<file path="config.mk">
export PLATFORM = sky130hd
export DESIGN_NAME = mem_stage_flat
export DESIGN_NICKNAME = d
export VERILOG_FILES = /design/src/rtl/mem_stage_pkg.sv /design/src/rtl/mem_stage_if.sv /design/src/rtl/mem_stage_load_store_align.sv /design/src/rtl/mem_stage.sv /design/src/flat_wrapper.sv
export SDC_FILE = /design/constraint.sdc
export NUM_CORES = 1
export LEC_CHECK = 0
export BUFFER_PORTS_ARGS = -buffer_cell sky130_fd_sc_hd__buf_4
export CELL_PAD_IN_SITES_DETAIL_PLACEMENT = 0
export CELL_PAD_IN_SITES_GLOBAL_PLACEMENT = 1
export CORE_UTILIZATION = 37
export CTS_CLUSTER_DIAMETER = 30
export CTS_CLUSTER_SIZE = 16
export DETAILED_ROUTE_END_ITERATION = 10
export GPL_TIMING_DRIVEN = 0
export PLACE_DENSITY = 0.81
export SLEW_MARGIN = 20
export SYNTH_ARGS = -nofsm -noshare
export SYNTH_HDL_FRONTEND = slang
export SYNTH_SLANG_ARGS = --single-unit
</file>
<file path="constraint.sdc">
create_clock -name clk -period 2.25 [get_ports clk]
set_input_delay 0.1125 -clock clk [delete_from_list [all_inputs] [get_ports clk]]
set_output_delay 0.1125 -clock clk [all_outputs]
set_load 0.02 [all_outputs]
</file>
<file path="src/rtl/mem_stage_pkg.sv">
// Shared widths, funct3 encodings, FSM states and pipeline register layouts for mem_stage.
// Latency: n/a (declarations only).
// Backpressure: n/a.
package mem_stage_pkg;

  localparam int REG_WIDTH      = 32;
  localparam int REG_ADDR_WIDTH = 5;

  // RV32I load/store funct3 encodings
  localparam logic [2:0] F3_B  = 3'b000;
  localparam logic [2:0] F3_H  = 3'b001;
  localparam logic [2:0] F3_W  = 3'b010;
  localparam logic [2:0] F3_BU = 3'b100;
  localparam logic [2:0] F3_HU = 3'b101;

  typedef enum logic [1:0] {
    IDLE        = 2'd0,
    WAIT_GNT    = 2'd1,
    WAIT_RVALID = 2'd2
  } mem_state_e;

  typedef enum logic [1:0] {
    SZ_BYTE = 2'd0,
    SZ_HALF = 2'd1,
    SZ_WORD = 2'd2
  } acc_size_e;

  typedef struct packed {
    logic                      valid;
    logic [REG_WIDTH-1:0]      alu;
    logic [REG_WIDTH-1:0]      sdata;
    logic [REG_ADDR_WIDTH-1:0] rd;
    logic                      we;
    logic                      mem_rd;
    logic                      mem_wr;
    logic [2:0]                funct3;
  } ex_mem_t;

  typedef struct packed {
    logic                      we;
    logic [REG_ADDR_WIDTH-1:0] rd;
    logic [REG_WIDTH-1:0]      data;
  } mem_wb_t;

  // Access size from funct3[1:0]; unknown encodings behave as a word access.
  function automatic acc_size_e acc_size(input logic [2:0] f3);
    case (f3[1:0])
      2'b00:   return SZ_BYTE;
      2'b01:   return SZ_HALF;
      default: return SZ_WORD;
    endcase
  endfunction

endpackage

</file>
<file path="src/rtl/mem_stage_if.sv">
// Data-memory request/response bus between the memory stage and data memory.
// Latency: n/a (wires only).
// Backpressure: req is held with stable payload until gnt; rvalid returns load data later.
interface mem_stage_if;
  import mem_stage_pkg::*;

  logic                 req;
  logic                 we;
  logic [REG_WIDTH-1:0] addr;
  logic [3:0]           be;
  logic [REG_WIDTH-1:0] wdata;
  logic                 gnt;
  logic                 rvalid;
  logic [REG_WIDTH-1:0] rdata;

  modport master (output req, we, addr, be, wdata, input gnt, rvalid, rdata);
  modport slave  (input req, we, addr, be, wdata, output gnt, rvalid, rdata);

endinterface

</file>
<file path="src/rtl/mem_stage_load_store_align.sv">
// Byte-lane steering: store byte enables/replication, load lane extraction, misalignment detect.
// Latency: purely combinational.
// Backpressure: none.
module load_store_align
  import mem_stage_pkg::*;
(
  input  logic [2:0]           funct3_i,
  input  logic [1:0]           addr_lo_i,
  input  logic [REG_WIDTH-1:0] store_data_i,
  input  logic [REG_WIDTH-1:0] rdata_i,
  output logic [3:0]           be_o,
  output logic [REG_WIDTH-1:0] wdata_o,
  output logic [REG_WIDTH-1:0] load_data_o,
  output logic                 misaligned_o
);

  logic [7:0]  byte_lane;
  logic [15:0] half_lane;

  // Store lane replication, byte enables and alignment check by access size
  always_comb begin
    be_o         = 4'b0000;
    wdata_o      = '0;
    misaligned_o = 1'b0;
    case (acc_size(funct3_i))
      SZ_BYTE: begin
        be_o    = 4'b0001 << addr_lo_i;
        wdata_o = {4{store_data_i[7:0]}};
      end
      SZ_HALF: begin
        be_o         = 4'b0011 << {addr_lo_i[1], 1'b0};
        wdata_o      = {2{store_data_i[15:0]}};
        misaligned_o = addr_lo_i[0];
      end
      default: begin
        be_o         = 4'b1111;
        wdata_o      = store_data_i;
        misaligned_o = |addr_lo_i;
      end
    endcase
  end

  // Pick the addressed byte and halfword out of the returned word
  always_comb begin
    byte_lane = rdata_i[7:0];
    case (addr_lo_i)
      2'd0:    byte_lane = rdata_i[7:0];
      2'd1:    byte_lane = rdata_i[15:8];
      2'd2:    byte_lane = rdata_i[23:16];
      default: byte_lane = rdata_i[31:24];
    endcase
    half_lane = addr_lo_i[1] ? rdata_i[31:16] : rdata_i[15:0];
  end

  // Sign/zero extension; unlisted funct3 values pass the full word like lw
  always_comb begin
    load_data_o = rdata_i;
    case (funct3_i)
      F3_B:    load_data_o = {{24{byte_lane[7]}}, byte_lane};
      F3_H:    load_data_o = {{16{half_lane[15]}}, half_lane};
      F3_BU:   load_data_o = {24'h0, byte_lane};
      F3_HU:   load_data_o = {16'h0, half_lane};
      default: load_data_o = rdata_i;
    endcase
  end

endmodule

</file>
<file path="src/rtl/mem_stage.sv">
// RV32I memory stage: EX/MEM register, data-memory handshake FSM, MEM/WB register, forwarding taps.
// Latency: 1 cycle for ALU ops and stores granted at once; loads take at least 2 (gnt, then rvalid).
// Backpressure: mem_stall (combinational) freezes upstream and EX/MEM until the access completes.
module mem_stage
  import mem_stage_pkg::*;
(
  input  logic                      clk,
  input  logic                      rst_n,
  input  logic                      ex_valid,
  input  logic [REG_WIDTH-1:0]      ex_alu_result,
  input  logic [REG_WIDTH-1:0]      ex_store_data,
  input  logic [REG_ADDR_WIDTH-1:0] ex_rd_addr,
  input  logic                      ex_we,
  input  logic                      ex_mem_rd,
  input  logic                      ex_mem_wr,
  input  logic [2:0]                ex_funct3,
  mem_stage_if.master               dmem,
  output logic [REG_ADDR_WIDTH-1:0] rd_addr_mem,
  output logic [REG_WIDTH-1:0]      rd_data_mem,
  output logic                      we_mem,
  output logic [REG_ADDR_WIDTH-1:0] rd_addr_wb,
  output logic [REG_WIDTH-1:0]      rd_data_wb,
  output logic                      we_wb,
  output logic                      mem_stall,
  output logic                      mem_misaligned
);

  ex_mem_t    exm_q, exm_d;
  mem_wb_t    mwb_q, mwb_d;
  mem_state_e state_q, state_d;

  logic                 req;
  logic                 done;
  logic                 mem_op;
  logic                 mem_go;
  logic [3:0]           be_raw;
  logic [REG_WIDTH-1:0] wdata_raw;
  logic [REG_WIDTH-1:0] load_data;
  logic                 mis_raw;

  load_store_align u_align (
    .funct3_i     (exm_q.funct3),
    .addr_lo_i    (exm_q.alu[1:0]),
    .store_data_i (exm_q.sdata),
    .rdata_i      (dmem.rdata),
    .be_o         (be_raw),
    .wdata_o      (wdata_raw),
    .load_data_o  (load_data),
    .misaligned_o (mis_raw)
  );

  // A misaligned op never issues, so it never stalls and retires as a bubble
  assign mem_op         = exm_q.valid & (exm_q.mem_rd | exm_q.mem_wr);
  assign mem_go         = mem_op & ~mis_raw;
  assign mem_stall      = mem_go & ~done;
  assign mem_misaligned = mem_op & mis_raw & (state_q == IDLE);

  // Request payload comes straight from EX/MEM, so it cannot move while waiting for gnt
  assign dmem.req   = req;
  assign dmem.we    = mem_op & exm_q.mem_wr & ~exm_q.mem_rd;
  assign dmem.addr  = {exm_q.alu[REG_WIDTH-1:2], 2'b00};
  assign dmem.be    = mem_op ? be_raw : 4'b0000;
  assign dmem.wdata = wdata_raw;

  // Load results do not exist yet in MEM, so loads are not forwarded from here
  assign rd_addr_mem = exm_q.rd;
  assign rd_data_mem = exm_q.alu;
  assign we_mem      = exm_q.we & ~exm_q.mem_rd;
  assign rd_addr_wb  = mwb_q.rd;
  assign rd_data_wb  = mwb_q.data;
  assign we_wb       = mwb_q.we;

  // EX/MEM next state: hold during a stall; writes to x0 are dropped at capture
  always_comb begin
    exm_d = exm_q;
    if (!mem_stall) begin
      exm_d.valid  = ex_valid;
      exm_d.alu    = ex_alu_result;
      exm_d.sdata  = ex_store_data;
      exm_d.rd     = ex_rd_addr;
      exm_d.we     = ex_valid & ex_we & (ex_rd_addr != '0);
      exm_d.mem_rd = ex_mem_rd;
      exm_d.mem_wr = ex_mem_wr;
      exm_d.funct3 = ex_funct3;
    end
  end

  // Handshake FSM: req until gnt; stores finish on gnt, loads wait for rvalid
  always_comb begin
    state_d = state_q;
    req     = 1'b0;
    done    = 1'b0;
    case (state_q)
      IDLE, WAIT_GNT: begin
        if (mem_go) begin
          req = 1'b1;
          if (dmem.gnt) begin
            if (exm_q.mem_rd) state_d = WAIT_RVALID;
            else begin
              done    = 1'b1;
              state_d = IDLE;
            end
          end else begin
            state_d = WAIT_GNT;
          end
        end
      end
      WAIT_RVALID: begin
        if (dmem.rvalid) begin
          done    = 1'b1;
          state_d = IDLE;
        end
      end
      default: state_d = IDLE;
    endcase
  end

  // MEM/WB next state: retire the instruction when not stalled, else insert a bubble
  always_comb begin
    mwb_d    = mwb_q;
    mwb_d.we = 1'b0;
    if (!mem_stall) begin
      mwb_d.rd   = exm_q.rd;
      mwb_d.data = exm_q.mem_rd ? load_data : exm_q.alu;
      mwb_d.we   = exm_q.we & ~(mem_op & mis_raw);
    end
  end

  // Pipeline registers and FSM state; reset abandons any outstanding access
  always_ff @(posedge clk or negedge rst_n) begin
    if (!rst_n) begin
      exm_q   <= '0;
      mwb_q   <= '0;
      state_q <= IDLE;
    end else begin
      exm_q   <= exm_d;
      mwb_q   <= mwb_d;
      state_q <= state_d;
    end
  end

endmodule

</file>
<file path="src/flat_wrapper.sv">
// flat-port wrapper written by rule: the top's interface ports become plain ports
module mem_stage_flat import mem_stage_pkg::*;
  (clk, rst_n, ex_valid, ex_alu_result, ex_store_data, ex_rd_addr, ex_we, ex_mem_rd, ex_mem_wr, ex_funct3, rd_addr_mem, rd_data_mem, we_mem, rd_addr_wb, rd_data_wb, we_wb, mem_stall, mem_misaligned, dmem_req, dmem_we, dmem_addr, dmem_be, dmem_wdata, dmem_gnt, dmem_rvalid, dmem_rdata);
  mem_stage_if dmem_i ();
  input  logic clk;
  input  logic rst_n;
  input  logic ex_valid;
  input  logic [REG_WIDTH-1:0] ex_alu_result;
  input  logic [REG_WIDTH-1:0] ex_store_data;
  input  logic [REG_ADDR_WIDTH-1:0] ex_rd_addr;
  input  logic ex_we;
  input  logic ex_mem_rd;
  input  logic ex_mem_wr;
  input  logic [2:0] ex_funct3;
  output logic [REG_ADDR_WIDTH-1:0] rd_addr_mem;
  output logic [REG_WIDTH-1:0] rd_data_mem;
  output logic we_mem;
  output logic [REG_ADDR_WIDTH-1:0] rd_addr_wb;
  output logic [REG_WIDTH-1:0] rd_data_wb;
  output logic we_wb;
  output logic mem_stall;
  output logic mem_misaligned;
  output wire logic [$bits(dmem_i.req)-1:0] dmem_req;
  output wire logic [$bits(dmem_i.we)-1:0] dmem_we;
  output wire logic [$bits(dmem_i.addr)-1:0] dmem_addr;
  output wire logic [$bits(dmem_i.be)-1:0] dmem_be;
  output wire logic [$bits(dmem_i.wdata)-1:0] dmem_wdata;
  input wire logic [$bits(dmem_i.gnt)-1:0] dmem_gnt;
  input wire logic [$bits(dmem_i.rvalid)-1:0] dmem_rvalid;
  input wire logic [$bits(dmem_i.rdata)-1:0] dmem_rdata;
  assign dmem_req = dmem_i.req;
  assign dmem_we = dmem_i.we;
  assign dmem_addr = dmem_i.addr;
  assign dmem_be = dmem_i.be;
  assign dmem_wdata = dmem_i.wdata;
  assign dmem_i.gnt = dmem_gnt;
  assign dmem_i.rvalid = dmem_rvalid;
  assign dmem_i.rdata = dmem_rdata;
  mem_stage u_core (.clk(clk), .rst_n(rst_n), .ex_valid(ex_valid), .ex_alu_result(ex_alu_result), .ex_store_data(ex_store_data), .ex_rd_addr(ex_rd_addr), .ex_we(ex_we), .ex_mem_rd(ex_mem_rd), .ex_mem_wr(ex_mem_wr), .ex_funct3(ex_funct3), .dmem(dmem_i), .rd_addr_mem(rd_addr_mem), .rd_data_mem(rd_data_mem), .we_mem(we_mem), .rd_addr_wb(rd_addr_wb), .rd_data_wb(rd_data_wb), .we_wb(we_wb), .mem_stall(mem_stall), .mem_misaligned(mem_misaligned));
endmodule
</file>
---- Word-level counts from Yosys, hierarchy flattened ----
Cells that the tools add are included.
word-level totals
  input bits .............................. 112
  register bits ........................... 116
  output and inout port bits .............. 148
  word-level logic and storage cells ...... 72
operators by class
  eq/ne operators ......................... 11
  reductions and logical operators ........ 9
  mux-type cells .......................... 22
  shifts and indexed selects .............. 2
  bitwise gates (word level) .............. 16
operator list
  cell                   count
  $pmux W32 S4           1
  $pmux W32 S2           1
  $mux W38               1
  $mux W32               1
  $pmux W8 S3            1
  $mux W16               1
  $and A1 B1 Y1          11
  $eq A2 B1 Y1 const B   4
  $logic_not A2 Y1       4
  $mux W2                4
  $pmux W2 S2            2
  $pmux W4 S2            1
  $eq A3 B3 Y1 const B   2
  $mux W1                6
  $reduce_bool A5 Y1     1
  $eq A2 B2 Y1 const B   2
  $mux W4                1
  $not A1 Y1             4
  $pmux W1 S2            2
  $reduce_or A2 Y1       2
  $shl A1 B2 Y4 const A  1
  $shl A2 B2 Y4 const A  1
  $eq A3 B1 Y1 const B   1
  $logic_not A3 Y1       1
  4 further kinds        4

---- Longest topological paths before layout ----
Gate-level depths: netlist of the first run.
  depth after elaboration ................. 11
  mapped depth ............................ 8
  gate-level depth less buffers ........... 5

---- Hierarchy ----
Synthesis of the first run repeated with hierarchy kept, for this count alone.
unflattened totals
  cells, all modules ...................... 552
  area, all modules ....................... 6434.9 um^2
by module, submodules not included
  module            times used  cells each  area an instance (um^2)
  mem_stage         1           372         5317.6
  load_store_align  1           180         1117.3

---- Worst setup path before layout of the first run ----
No wires, ideal clock.
  path kind ............................... register -> register
  start point ............................. register u_core.exm_q[0] (netlist bit)
  end point ............................... register u_core.exm_q, in the netlist u_core.rd_addr_mem[1]
  clock period less this slack ............ 1.814 ns
  stages on the path, launching flop included .. 8
  arrival time ............................ 1.689 ns
  path slack .............................. 0.436 ns
  library setup time ...................... 0.125 ns
  cell sequence ........................... dfrtp_1 -> buf_2 -> a21o_1 -> a21oi_4 -> nand2_4 -> inv_2 -> buf_4 -> mux2_2
on the way
  word-level cells in the longest chain between the ends .. 10
  elaborated cells on any way between the ends .. 12
  classes of those cells .................. eq/ne: 2; mux: 4; bitwise: 4; reduce/logical: 2
RTL lines
  item                                              line                              RTL
  from (decl)                                       mem_stage.sv:28                   ex_mem_t exm_q, exm_d;
  from (signal assigned)                            mem_stage.sv:136                  exm_q <= exm_d;
  $eq A2 B1 Y1 or $logic_not A2 Y1 (tied branches)  mem_stage_pkg.sv:47               case (f3[1:0])
  $pmux W2 S2 (*)                                   mem_stage_pkg.sv:47
  $eq A2 B1 Y1 or $logic_not A2 Y1 (tied branches)  mem_stage_load_store_align.sv:25  case (acc_size(funct3_i))
  $pmux W1 S2 (*)                                   mem_stage_load_store_align.sv:25
  $not A1 Y1 (*)                                    mem_stage.sv:54                   assign mem_go = mem_op & ~mis_raw;
  $and A1 B1 Y1 (*)                                 mem_stage.sv:54
  $mux W1                                           mem_stage.sv:95                   if (mem_go) begin
  $pmux W1 S2                                       mem_stage.sv:93                   case (state_q)
  $not A1 Y1                                        mem_stage.sv:55                   assign mem_stall = mem_go & ~done;
  $and A1 B1 Y1 (*)                                 mem_stage.sv:55
Every way passes the cells marked *; elsewhere a longest branch is shown, timed or not.
A chain may end at the register's enable or synchronous reset.

---- Worst setup path in the final report of the first run ----
  start point ............................. register u_core.exm_q[1] (netlist bit)
  end point ............................... output port dmem_wdata[13]
on the way
  word-level cells in the longest chain between the ends .. 4
  elaborated cells on any way between the ends .. 6
  classes of those cells .................. eq/ne: 2; mux: 2; reduce/logical: 2
RTL lines
  item                                              line                              RTL
  $eq A2 B1 Y1 or $logic_not A2 Y1 (tied branches)  mem_stage_pkg.sv:47
  $pmux W2 S2 (*)                                   mem_stage_pkg.sv:47
  $eq A2 B1 Y1 or $logic_not A2 Y1 (tied branches)  mem_stage_load_store_align.sv:25
  $pmux W32 S2 (*)                                  mem_stage_load_store_align.sv:25
  to (decl)                                         flat_wrapper.sv:27                output wire logic [$bits(dmem_i.wdata)-1:0] dmem_wdata;
Marks and branches as above.

==> results of run 1 <==
[cells in the final DEF (no fill, tap or decap), types with 9 or more instances in the layout]
cell type	count
and3b_1	9
mux2_2	93
dlygate4sd3_1	78
dfrtp_1	114
buf_2	16
clkbuf_1	12
buf_4	340
mux2i_1	9
o21ai_0	29
nor2b_1	18
nor2_1	25
a21oi_1	28
a31oi_1	9
o2bb2ai_1	17
nand3_1	23
o221ai_1	16
clkbuf_16	17
nand2_1	51
[worst max path at each step]
stage | start | to | cells after the start
floorplan | u_core.exm_q[0]$_DFFE_PN0N_ | u_core.rd_addr_mem[1]$_DFFE_PN0N_ | 7
global placement | u_core.exm_q[1]$_DFFE_PN0N_ | dmem_wdata[30] | 7
detailed placement | u_core.exm_q[1]$_DFFE_PN0N_ | dmem_wdata[13] | 5
CTS | u_core.rd_data_mem[0]$_DFFE_PN0N_ | dmem_be[0] | 6
global route | u_core.exm_q[1]$_DFFE_PN0N_ | dmem_wdata[13] | 5
finish | u_core.exm_q[1]$_DFFE_PN0N_ | dmem_wdata[13] | 5
[metrics by stage]
step	utilization, %	worst slack [ns]	std cells	total power [mW]	TNS [ns]
2_1_floorplan	-	0.436	635	7.10	0
3_3_place_gp	50.9	-0.128	1117	9.47	-1.72
3_5_place_dp	51.0	-0.151	1118	9.54	-2.05
4_1_cts	59.1	0.000784	1227	12.3	0
5_1_grt	59.2	0.00709	1226	13.0	0
6_report	59.2	0.0731	1226	12.3	0
[critical path, stage by stage, from the launching register on]
cell and delay (ns):
dfrtp_1 0.42, buf_4 0.19, buf_4 0.18, nor2_4 0.30, mux2_2 0.39, buf_4 0.16
[timing repair]
item / 4_1_cts / 5_1_grt
setup buffers: 4 / 0
setup endpoints to repair: 48 / 43
pin swaps: 1 / 2
resized for setup: 20 / 17
hold buffers: 78 / 0
endpoints found under the hold margin: 120 / 0
[kinds of logic after synthesis]
logic type / Yosys count
compound gates: 127
flops: 116
simple gates: 154
other cells: 1
mux: 111
buf+inv: 125
[where the power goes]
part           switching (mW)  total [mW]  internal, mW
Clock                   0.958        2.54          1.58
Sequential              0.562        3.33          2.77
Combinational            3.40        6.44          3.04
Total                    4.92        12.3          7.39
[sequential cells by signal, indices dropped and copies added (netlist names)]
register	count
u_core.state_q	2
u_core.rd_addr_mem	5
u_core.rd_data_mem	32
u_core.we_wb	1
u_core.rd_addr_wb	5
u_core.exm_q	39
u_core.rd_data_wb	32
[routing by layer]
| metal | vias up | wire length (microns) | share of wire [%] | track usage [%] |
|---|---|---|---|---|
| met2 | 278 | 10800 | 48 | 40.6 |
| met5 | - | 0 | 0 | 0 |
| met4 | 0 | 403 | 1.8 | 7.93 |
| li1 | 2903 | - | - | - |
| met1 | 2997 | 9430 | 42 | 30.9 |
| met3 | 26 | 1960 | 8.7 | 8.45 |
[layout make-up]
| cell class | count | area [sq um] | area share (%) |
|---|---|---|---|
| Tap cell | 225 | 282 | 2.74 |
| Timing Repair Buffer | 340 | 2770 | 27.0 |
| Inverter | 4 | 27.5 | 0.268 |
| Clock buffer | 20 | 467 | 4.54 |
| Clock inverter | 9 | 82.6 | 0.804 |
| Buffer | 118 | 796 | 7.75 |
| Multi-Input combinational cell | 394 | 2940 | 28.6 |
| Sequential cell | 116 | 2910 | 28.3 |
==> metrics, run 1 <==
Final Hold Fails 0; post-route ant nets 0; Worst setup EP type output port; Routed WL 22.6 mm; global route overflow 0; startpoint types register; WP data arrival 2.06 ns; Layout Nets 1103; final instance area 10300 sq um; Initial DRC Count 399; cts bufs inserted 17; cell count of the worst hold path 3; RSZ-0062 raised after global routing false; Synth Area in Compound Gates 12.9%; number of synthesis warnings 0; cells on worst reg2reg path 6; fill cell count 1477; clock latency on the worst-skew pair 0.41 ns; outcome completed; Ant. Diodes 0; Final Critical Period 2.18 ns; Worst Max-Slew Pin Slew 0.601 ns; Tcrit/Tclk final 96.8%; Longest Clk Path Bufs 2; Core Area 17400 sq um; pwr/cell area 1200 nW/um^2; Max VDD drop 0.000638 V; port bufs 257; FF+latch count, synth 116; multiplexer share of the synthesized area 19.2%; gpl congestion 0.869; max-cap viol count 0; Vias 6204; Primary FF master, synth dfrtp_1; Mapped Area 6610 sq um; GRT Total Usage 24.9%; Synth Area in Adders 0%; Via-to-Cell Ratio 5.06; Chip Width 136 microns; Synth area leader dfrtp_1; fin. max-slew vios 0; placed instance area 8860 sq um; hold_sp dmem_rdata[1]; Worst EP required 2.14 ns; count leader, synth dfrtp_1; H-tree levels 4; number of detailed-route iterations in the first pass 5; final hold slack 0.0187 ns; syn avg cell area 10.4 sq um; Die Area 18400 sq um; initial core utilization 38.1%; fmax 459 MHz; leak pwr 4.85 nW; Yosys top cell area share 43.9%; simple-gate share of the synthesized area 11.8%; setup violators final 0; Synth Area in XOR/XNOR 0%; FFs w/ async S/R, synth 100%; HP Class in -> reg; CTS tree built; register area share after synthesis 43.9%; Hold Path End u_core.rd_data_wb[1]$_DFFE_PN0N_; reg2reg end u_core.rd_data_wb[27]$_DFFE_PN0N_; Clock Skew 0.0128 ns; number of synthesized flops with an enable pin 0; detailed placer's ending HPWL 16.0 mm; drt drc 0; top cells by count, synth dfrtp_1, mux2_2, buf_4, nand2_1, o21ai_0; CTS Sinks 116; largest family of logic cells by synthesized area multiplexers; CP Class reg -> out; Synth Instances 634; Clk pin slew, worst setup/hold paths 0.06 ns; Area growth, synth to finish 55.3%; headroom to the max-slew limit 60.0%; CTS root buf clkbuf_16; top cells by area, synth dfrtp_1, mux2_2, buf_4; Worst Path Max Fanout 10; initial antenna violation count 0; FP Rows 48; pin count of the biggest net entering global routing 74; Die Ht 136 microns; I/O pin cnt 260; Yosys cell types 50; flop-to-flop setup slack 0.21 ns; vias in the first global route 6258; DR WL/cell 18.5 microns; worst r2r src u_core.rd_data_mem[1]$_DFFE_PN0N_; first-pass GRT wire length 34.5 mm; share of cells above drive strength 1 50.9%
No activity file was read; power rests on OpenSTA's default activity.
==> run 2: changes to the inputs <==
--- a/config.mk
+++ b/config.mk
@@ -8,12 +8,12 @@
 export BUFFER_PORTS_ARGS = -buffer_cell sky130_fd_sc_hd__buf_4
 export CELL_PAD_IN_SITES_DETAIL_PLACEMENT = 0
 export CELL_PAD_IN_SITES_GLOBAL_PLACEMENT = 1
-export CORE_UTILIZATION = 37
+export CORE_UTILIZATION = 32
 export CTS_CLUSTER_DIAMETER = 30
 export CTS_CLUSTER_SIZE = 16
 export DETAILED_ROUTE_END_ITERATION = 10
 export GPL_TIMING_DRIVEN = 0
-export PLACE_DENSITY = 0.81
+export PLACE_DENSITY = 0.72
 export SLEW_MARGIN = 20
 export SYNTH_ARGS = -nofsm -noshare
 export SYNTH_HDL_FRONTEND = slang
==> run 2 against run 1 <==
  * Clock skew decreased by 0.0052 ns
  * Final area increased by 1.3%
  * Global-route usage decreased by 3.3 points
  * Clock power increased by 9.8%
  * Routed wire length increased by 2.6%
  * Critical path type unchanged
==> metrics, run 2 (synthesis results as in run 1) <==
leak pwr 4.88 nW (+0.63%); initial core utilization 32.7% (-5.4 points); fmax 462 MHz (+0.60%); Worst Max-Slew Pin Slew 0.624 ns (+0.0230 ns); RSZ-0062 raised after global routing true; Worst setup EP type output port; pwr/cell area 1210 nW/um^2 (+0.72%); port bufs 257 (unchanged); placed instance area 8920 sq um (+0.68%); HP Class in -> reg; Worst EP required 2.14 ns (about the same); Clk pin slew, worst setup/hold paths 0.05 ns (about the same); share of cells above drive strength 1 50.8% (-0.10 points); Clock Skew 0.00763 ns (-0.00516 ns); Largest register FFs 39 (unchanged); Final Critical Period 2.16 ns (-0.0130 ns); Core Area 20200 sq um (+17%); Reg with most FFs u_core.exm_q; cts bufs inserted 17 (unchanged); fin. max-slew vios 0 (unchanged); post-route ant nets 0 (unchanged); Max VDD drop 0.000792 V (+24%); Die Ht 146 microns (+7.4%); Initial DRC Count 283 (-29%); vias in the first global route 6194 (-1.0%); CTS Sinks 116 (unchanged); initial antenna violation count 0 (unchanged); Worst Path Max Fanout 11 (+1); I/O pin cnt 260 (unchanged); global route overflow 0 (unchanged); final instance area 10400 sq um (+1.3%); Die Area 21200 sq um (+15%); number of detailed-route iterations in the first pass 4 (-1); Vias 6124 (-1.3%); H-tree levels 4 (unchanged); Longest Clk Path Bufs 2 (unchanged); Final Hold Fails 0 (unchanged); final hold slack 0.0121 ns (-0.00660 ns); outcome completed; startpoint types register; detailed placer's ending HPWL 16.6 mm (+3.9%); Area growth, synth to finish 57.3%; commonest non-fill, non-tap cell in the layout buf_4; critical path's largest stage delay 0.43 ns (about the same); most frequent cells in the layout buf_4, dfrtp_1, mux2_2, dlygate4sd3_1, nand2_1; CP Class reg -> out; FP Rows 52 (+8.3%); CP Cell Sequence clkbuf_4 > buf_4 > nor2_4 > mux2_2 > buf_4; Top Family by Delay on Critical Path buffers and inverters; max-cap viol count 0 (unchanged); GRT Total Usage 21.6% (-3.3 points); drt drc 0 (unchanged); Routed WL 23.2 mm (+2.6%); headroom to the max-slew limit 58.4% (-1.5 points); CTS root buf clkbuf_16; WP data arrival 2.05 ns (about the same); first-pass GRT wire length 35.2 mm (+2.0%); Ant. Diodes 0 (unchanged); Via-to-Cell Ratio 4.80 (-5.1%); Layout Nets 1104 (+0.091%); gpl congestion 0.842 (-3.1%); CTS tree built; setup violators final 0 (unchanged); critical path buffer and inverter count 3 (unchanged); Chip Width 146 microns (+7.4%); Critical-path top delay cell dfrtp_2; pin count of the biggest net entering global routing 74 (unchanged); clock latency on the worst-skew pair 0.42 ns (about the same); CP most frequent cell buf_4; Tcrit/Tclk final 96.2% (-0.58 points); DR WL/cell 18.2 microns (-1.3%)
[run 2: changes by cell type in the layout (fill, tap and decap cells not counted), moves of 2 or more]
cell	previous run	this run
clkbuf_4	1	5
buf_4	340	337
buf_2	16	14
bufinv_16	1	3
clkbuf_8	3	1
clkinv_2	4	6
[run 2: metrics by stage]
step	setup slack [ns]	setup TNS [ns]	util, %	total power, mW	std cells
floorplan	0.436	0	-	7.10	635
global placement	-0.279	-4.46	43.9	9.55	1162
detailed placement	-0.192	-2.98	44.1	9.59	1163
CTS	0.00276	0	51.2	12.6	1274
global route	-0.00371	-0.00371	51.4	13.2	1275
finish	0.0861	0	51.4	12.6	1275
[run 2: area by class of cell]
cell class / instances / area [sq um]
inverters: 4 / 20.0
clock inverters: 14 / 161
flip-flops and latches: 116 / 2900
multi-input cells: 395 / 2960
clock buffers: 18 / 439
repair buffers: 340 / 2780
plain buffers: 118 / 807
fillers: 1830 / 9830
well taps: 270 / 338
[run 2: routing by layer]
layer / track usage, % / up-vias / wire [microns]
met3: 6.21 / 15 / 1670
met1: 26.9 / 2966 / 9960
met2: 36.9 / 237 / 11400
met4: 4.84 / 0 / 199
met5: 0 / - / 0
li1: - / 2906 / -
[run 2: repair_timing]
action                                 4_1_cts  5_1_grt
pin swaps                                    3        0
gates cloned                                 0        1
hold buffers                                79        0
gates resized for setup                     20       18
buffers inserted                             3        0
endpoints found under the hold margin      143        0
setup endpoints to repair                   41       39
[run 2: worst reg2reg max path: stages (launching register included)]
cell,delay [ns]
dfrtp_1,0.31
buf_2,0.30
a21o_1,0.25
a21o_1,0.24
clkbuf_1,0.43
o221ai_1,0.25
o2bb2ai_1,0.17
[run 2: final timing paths]
check	start	endpoint	slack, ns	cells after the start
min in group asynchronous	rst_n	u_core.rd_data_mem[11]$_DFFE_PN0N_	0.18	2
max in group asynchronous	rst_n	u_core.exm_q[24]$_DFFE_PN0N_	1.37	3
setup reg to reg	u_core.exm_q[0]$_DFFE_PN0N_	u_core.rd_data_wb[29]$_DFFE_PN0N_	0.24	6
hold / removal	ex_we	u_core.exm_q[5]$_DFFE_PN0N_	0.01	3
setup / recovery	u_core.exm_q[1]$_DFFE_PN0N_	dmem_wdata[9]	0.09	5
hold reg to reg	u_core.rd_data_wb[20]$_DFFE_PN0N_	u_core.rd_data_wb[20]$_DFFE_PN0N_	0.49	1
[run 2: report_power, final]
| group | internal (mW) | switching, mW |
|---|---|---|
| clock network | 1.76 | 1.03 |
| registers | 2.77 | 0.551 |
| logic | 3.05 | 3.39 |
==> run 3: changes to the inputs <==
--- a/config.mk
+++ b/config.mk
@@ -5,6 +5,7 @@
 export SDC_FILE = /design/constraint.sdc
 export NUM_CORES = 1
 export LEC_CHECK = 0
+export ABC_AREA = 1
 export BUFFER_PORTS_ARGS = -buffer_cell sky130_fd_sc_hd__buf_4
 export CELL_PAD_IN_SITES_DETAIL_PLACEMENT = 0
 export CELL_PAD_IN_SITES_GLOBAL_PLACEMENT = 1
@@ -13,7 +14,7 @@
 export CTS_CLUSTER_SIZE = 16
 export DETAILED_ROUTE_END_ITERATION = 10
 export GPL_TIMING_DRIVEN = 0
-export PLACE_DENSITY = 0.72
+export PLACE_DENSITY = 0.77
 export SLEW_MARGIN = 20
 export SYNTH_ARGS = -nofsm -noshare
 export SYNTH_HDL_FRONTEND = slang
==> run 3 against run 2 <==
  * The flow now finishes with violations (setup timing)
  * Routed wire length shrank 3.2%
  * Fmax shrank 3.9%
  * Count of clock-buffer cells in the layout grew 1
  * Register-to-register slack lost 0.02 ns
  * Utilization grew 0.15 points
  * Synthesized cell count grew 33%
  * Clock power shrank 5%
  * Sequential power grew 18%
  * Highest routed layer unchanged
==> metrics, run 3 <==
drt drc 0 (unchanged); Area growth, synth to finish 58.1%; Worst setup EP type output port; sequential cell area 2900 sq um (about the same); Reg with most FFs u_core.exm_q; pwr/cell area 1740 nW/um^2 (+44%); Worst Path Max Fanout 10 (-1); Yosys top cell area share 45.9% (+2.0 points); vias in the first global route 6341 (+2.4%); Clk pin slew, worst setup/hold paths 0.06 ns (about the same); CTS tree built; cts bufs inserted 17 (unchanged); cells on worst reg2reg path 9 (+3); FFs w/ async S/R, synth 100% (unchanged); Max VDD drop 0.000830 V (+4.8%); clock network power share 15.3% (-6.9 points); most frequent cells in the layout buf_4, nand2_1, dfrtp_1, dlygate4sd3_1, inv_1; Tcrit/Tclk final 100% (+4.0 points); top cells by area, synth dfrtp_1, nand2_1, buf_4; number of synthesis warnings 0 (unchanged); fmax 444 MHz (-3.9%); Layout Nets 1315 (+19%); Placed Cells 1370 (+18%); multi-input logic area 2320 sq um (-22%); Die Area 20300 sq um (-4.3%); combinational share of power 62.2% (+11 points); Vias 6526 (+6.6%); I/O pin cnt 260 (unchanged); HP Class in -> reg; Primary FF master, synth dfrtp_1; leak pwr 5.40 nW (+11%); fin. max-slew vios 0 (unchanged); syn avg cell area 7.48 sq um (-28%); post-route ant nets 0 (unchanged); FF+latch count, synth 116 (unchanged); register area share after synthesis 45.9% (+2.0 points); initial core utilization 32.6% (-0.075 points); headroom to the max-slew limit 56.0% (-2.4 points); max layer used met4; count leader, synth nand2_1; share of cells above drive strength 1 33.5% (-17 points); outcome finished with violations; initial antenna violation count 1 (+1); violated checks setup timing; Largest register FFs 39 (unchanged); met1 wire length 10.0 mm (+0.63%); Longest Clk Path Bufs 2 (unchanged); top cells by count, synth nand2_1, dfrtp_1, buf_4, o21ai_0, inv_1; Chip Width 143 microns (-2.2%); Mapped Area 6330 sq um (-4.4%); Final Hold Fails 0 (unchanged); pin count of the biggest net entering global routing 60 (-19%); commonest non-fill, non-tap cell in the layout buf_4; startpoint types register; H-tree levels 4 (unchanged); CP Class reg -> out; detailed placer's ending HPWL 17.1 mm (+2.8%); Via-to-Cell Ratio 4.40 (-8.3%); port bufs 257 (unchanged); pre-CTS setup slack 0.168 ns (+0.360 ns); Initial DRC Count 349 (+23%); Die Ht 143 microns (-2.2%); Int Pwr 9.27 mW (+22%); Clock Skew 0.00736 ns (-0.000263 ns); max-cap viol count 0 (unchanged); number of detailed-route iterations in the first pass 5 (+1); flop-to-flop setup slack 0.22 ns (-0.02 ns); CTS Sinks 116 (unchanged); Setup crit start u_core.exm_q[1]$_DFFE_PN0N_; WP data arrival 2.14 ns (+0.09 ns); Synth Instances 846 (+33%); Worst EP required 2.14 ns (about the same); Total Neg Setup Slack -0.00278 ns (-0.00278 ns); GRT Total Usage 22.3% (+0.66 points); worst r2r src u_core.exm_q[4]$_DFFE_PN0N_; fill cell count 1975 (+7.9%); final core utilization 51.6% (+0.15 points); Routed WL 22.5 mm (-3.2%); hold_sp dmem_rdata[6]; Core Area 19400 sq um (-4.1%); cell count of the worst hold path 5 (+2); Yosys cell types 25 (-50%); Final Critical Period 2.25 ns (+0.0889 ns); reg2reg end u_core.exm_q[29]$_DFFE_PN0N_; Psw 8.11 mW (+63%); Flop pwr share 22.5% (-4.0 points); CTS root buf clkbuf_16; Worst Setup EP mem_stall; met3 routed WL 1.29 mm (-23%); wire length on met2 10.6 mm (-6.6%); setup violators final 1 (+1); Post-Layout Cell Count 1482 (+16%); global route overflow 0 (unchanged); Final WS setup -0.00278 ns (-0.0889 ns); number of synthesized flops with an enable pin 0 (unchanged); first-pass GRT wire length 34.3 mm (-2.5%); Worst Max-Slew Pin Slew 0.660 ns (+0.0365 ns); clock latency on the worst-skew pair 0.42 ns (about the same); FP Rows 51 (-1.9%); Sw Share 46.7% (+7.0 points); gpl congestion 0.843 (+0.18%); Synth area leader dfrtp_1; RSZ-0062 raised after global routing true; DR WL/cell 15.2 microns (-17%)
## run 3: cell types whose count changed after synthesis, moves of 17 or more
cell / previous run / this run
nand2_1: 51 / 314
mux2_2: 93 / 0
inv_1: 3 / 69
o21ai_0: 29 / 70
nand3_1: 23 / 48
nor2b_1: 20 / 0
o2bb2ai_1: 17 / 0
## run 3: worst min-delay path by stage
stage	slack (ns)	to
finish	0.06	u_core.rd_data_wb[6]$_DFFE_PN0N_
global route	0.1	u_core.rd_data_wb[6]$_DFFE_PN0N_
CTS	0.06	u_core.rd_data_wb[6]$_DFFE_PN0N_
detailed placement	0.13	u_core.rd_addr_mem[0]$_DFFE_PN0N_
global placement	0.31	u_core.rd_data_mem[13]$_DFFE_PN0N_
floorplan	-0.18	u_core.exm_q[0]$_DFFE_PN0N_
## run 3: logic make-up (layout without fill, tap and decap cells)
logic type,count (synthesis),in the layout,share of synthesized area [%]
and+or+nand+nor,392,392,24.4
DFF,116,116,45.9
buffers and inverters,199,568,17.6
AOI/OAI and AO/OA,138,138,12.1
other,1,3,0.0593
## run 3: metal layers
| layer | track usage, % | vias up |
|---|---|---|
| li1 | - | 3298 |
| met1 | 29.4 | 2998 |
| met2 | 36.1 | 198 |
| met3 | 4.24 | 32 |
| met4 | 8.43 | 0 |
| met5 | 0 | - |
## run 3: cell type report
class	instances	share of cell area, %
antenna	1	0.0250
buffer	124	8.36
clock buffer	19	4.43
clock inverter	13	1.35
inverter	75	2.83
multi-input combinational	532	23.2
sequential	116	29.0
tap	265	3.31
timing repair buffer	337	27.5
## run 3: worst max-delay path: stages (launching register included)
cell and delay, ns:
dfrtp_1 0.35, buf_2 0.18, inv_2 0.14, nand2_2 0.11, nand2_1 0.08, nand2_1 0.12
inv_2 0.10, o211ai_4 0.08, inv_2 0.07, buf_4 0.18, buf_6 0.16, buf_4 0.15
## run 3: power groups by stage
stage / Combinational (mW) / Clock, mW / Sequential, mW
6_report: 10.8 / 2.66 / 3.91
5_1_grt: 11.8 / 2.79 / 4.05
4_1_cts: 10.9 / 2.69 / 3.92
3_5_place_dp: 10.7 / 0 / 3.93
3_3_place_gp: 10.6 / 0 / 3.91
2_1_floorplan: 6.26 / 0 / 4.16
## run 3: repair_timing
action                                  in CTS  in global routing
endpoints found under the hold margin      134                  0
hold buffers                                78                  0
buffers inserted                             1                  0
pin swaps                                    1                  0
endpoints found under the setup margin      12                 18
gates resized for setup                      6                  7
cloned                                       0                  0
## run 3: per-stage QoR
step	hold WS (ns)	power, mW	instance area [sq um]
floorplan	-0.183	10.4	6330
global placement	0.314	14.5	8590
detailed placement	0.127	14.6	8620
CTS	0.0586	17.5	10000
global route	0.0957	18.7	10000
finish	0.0615	17.4	10000
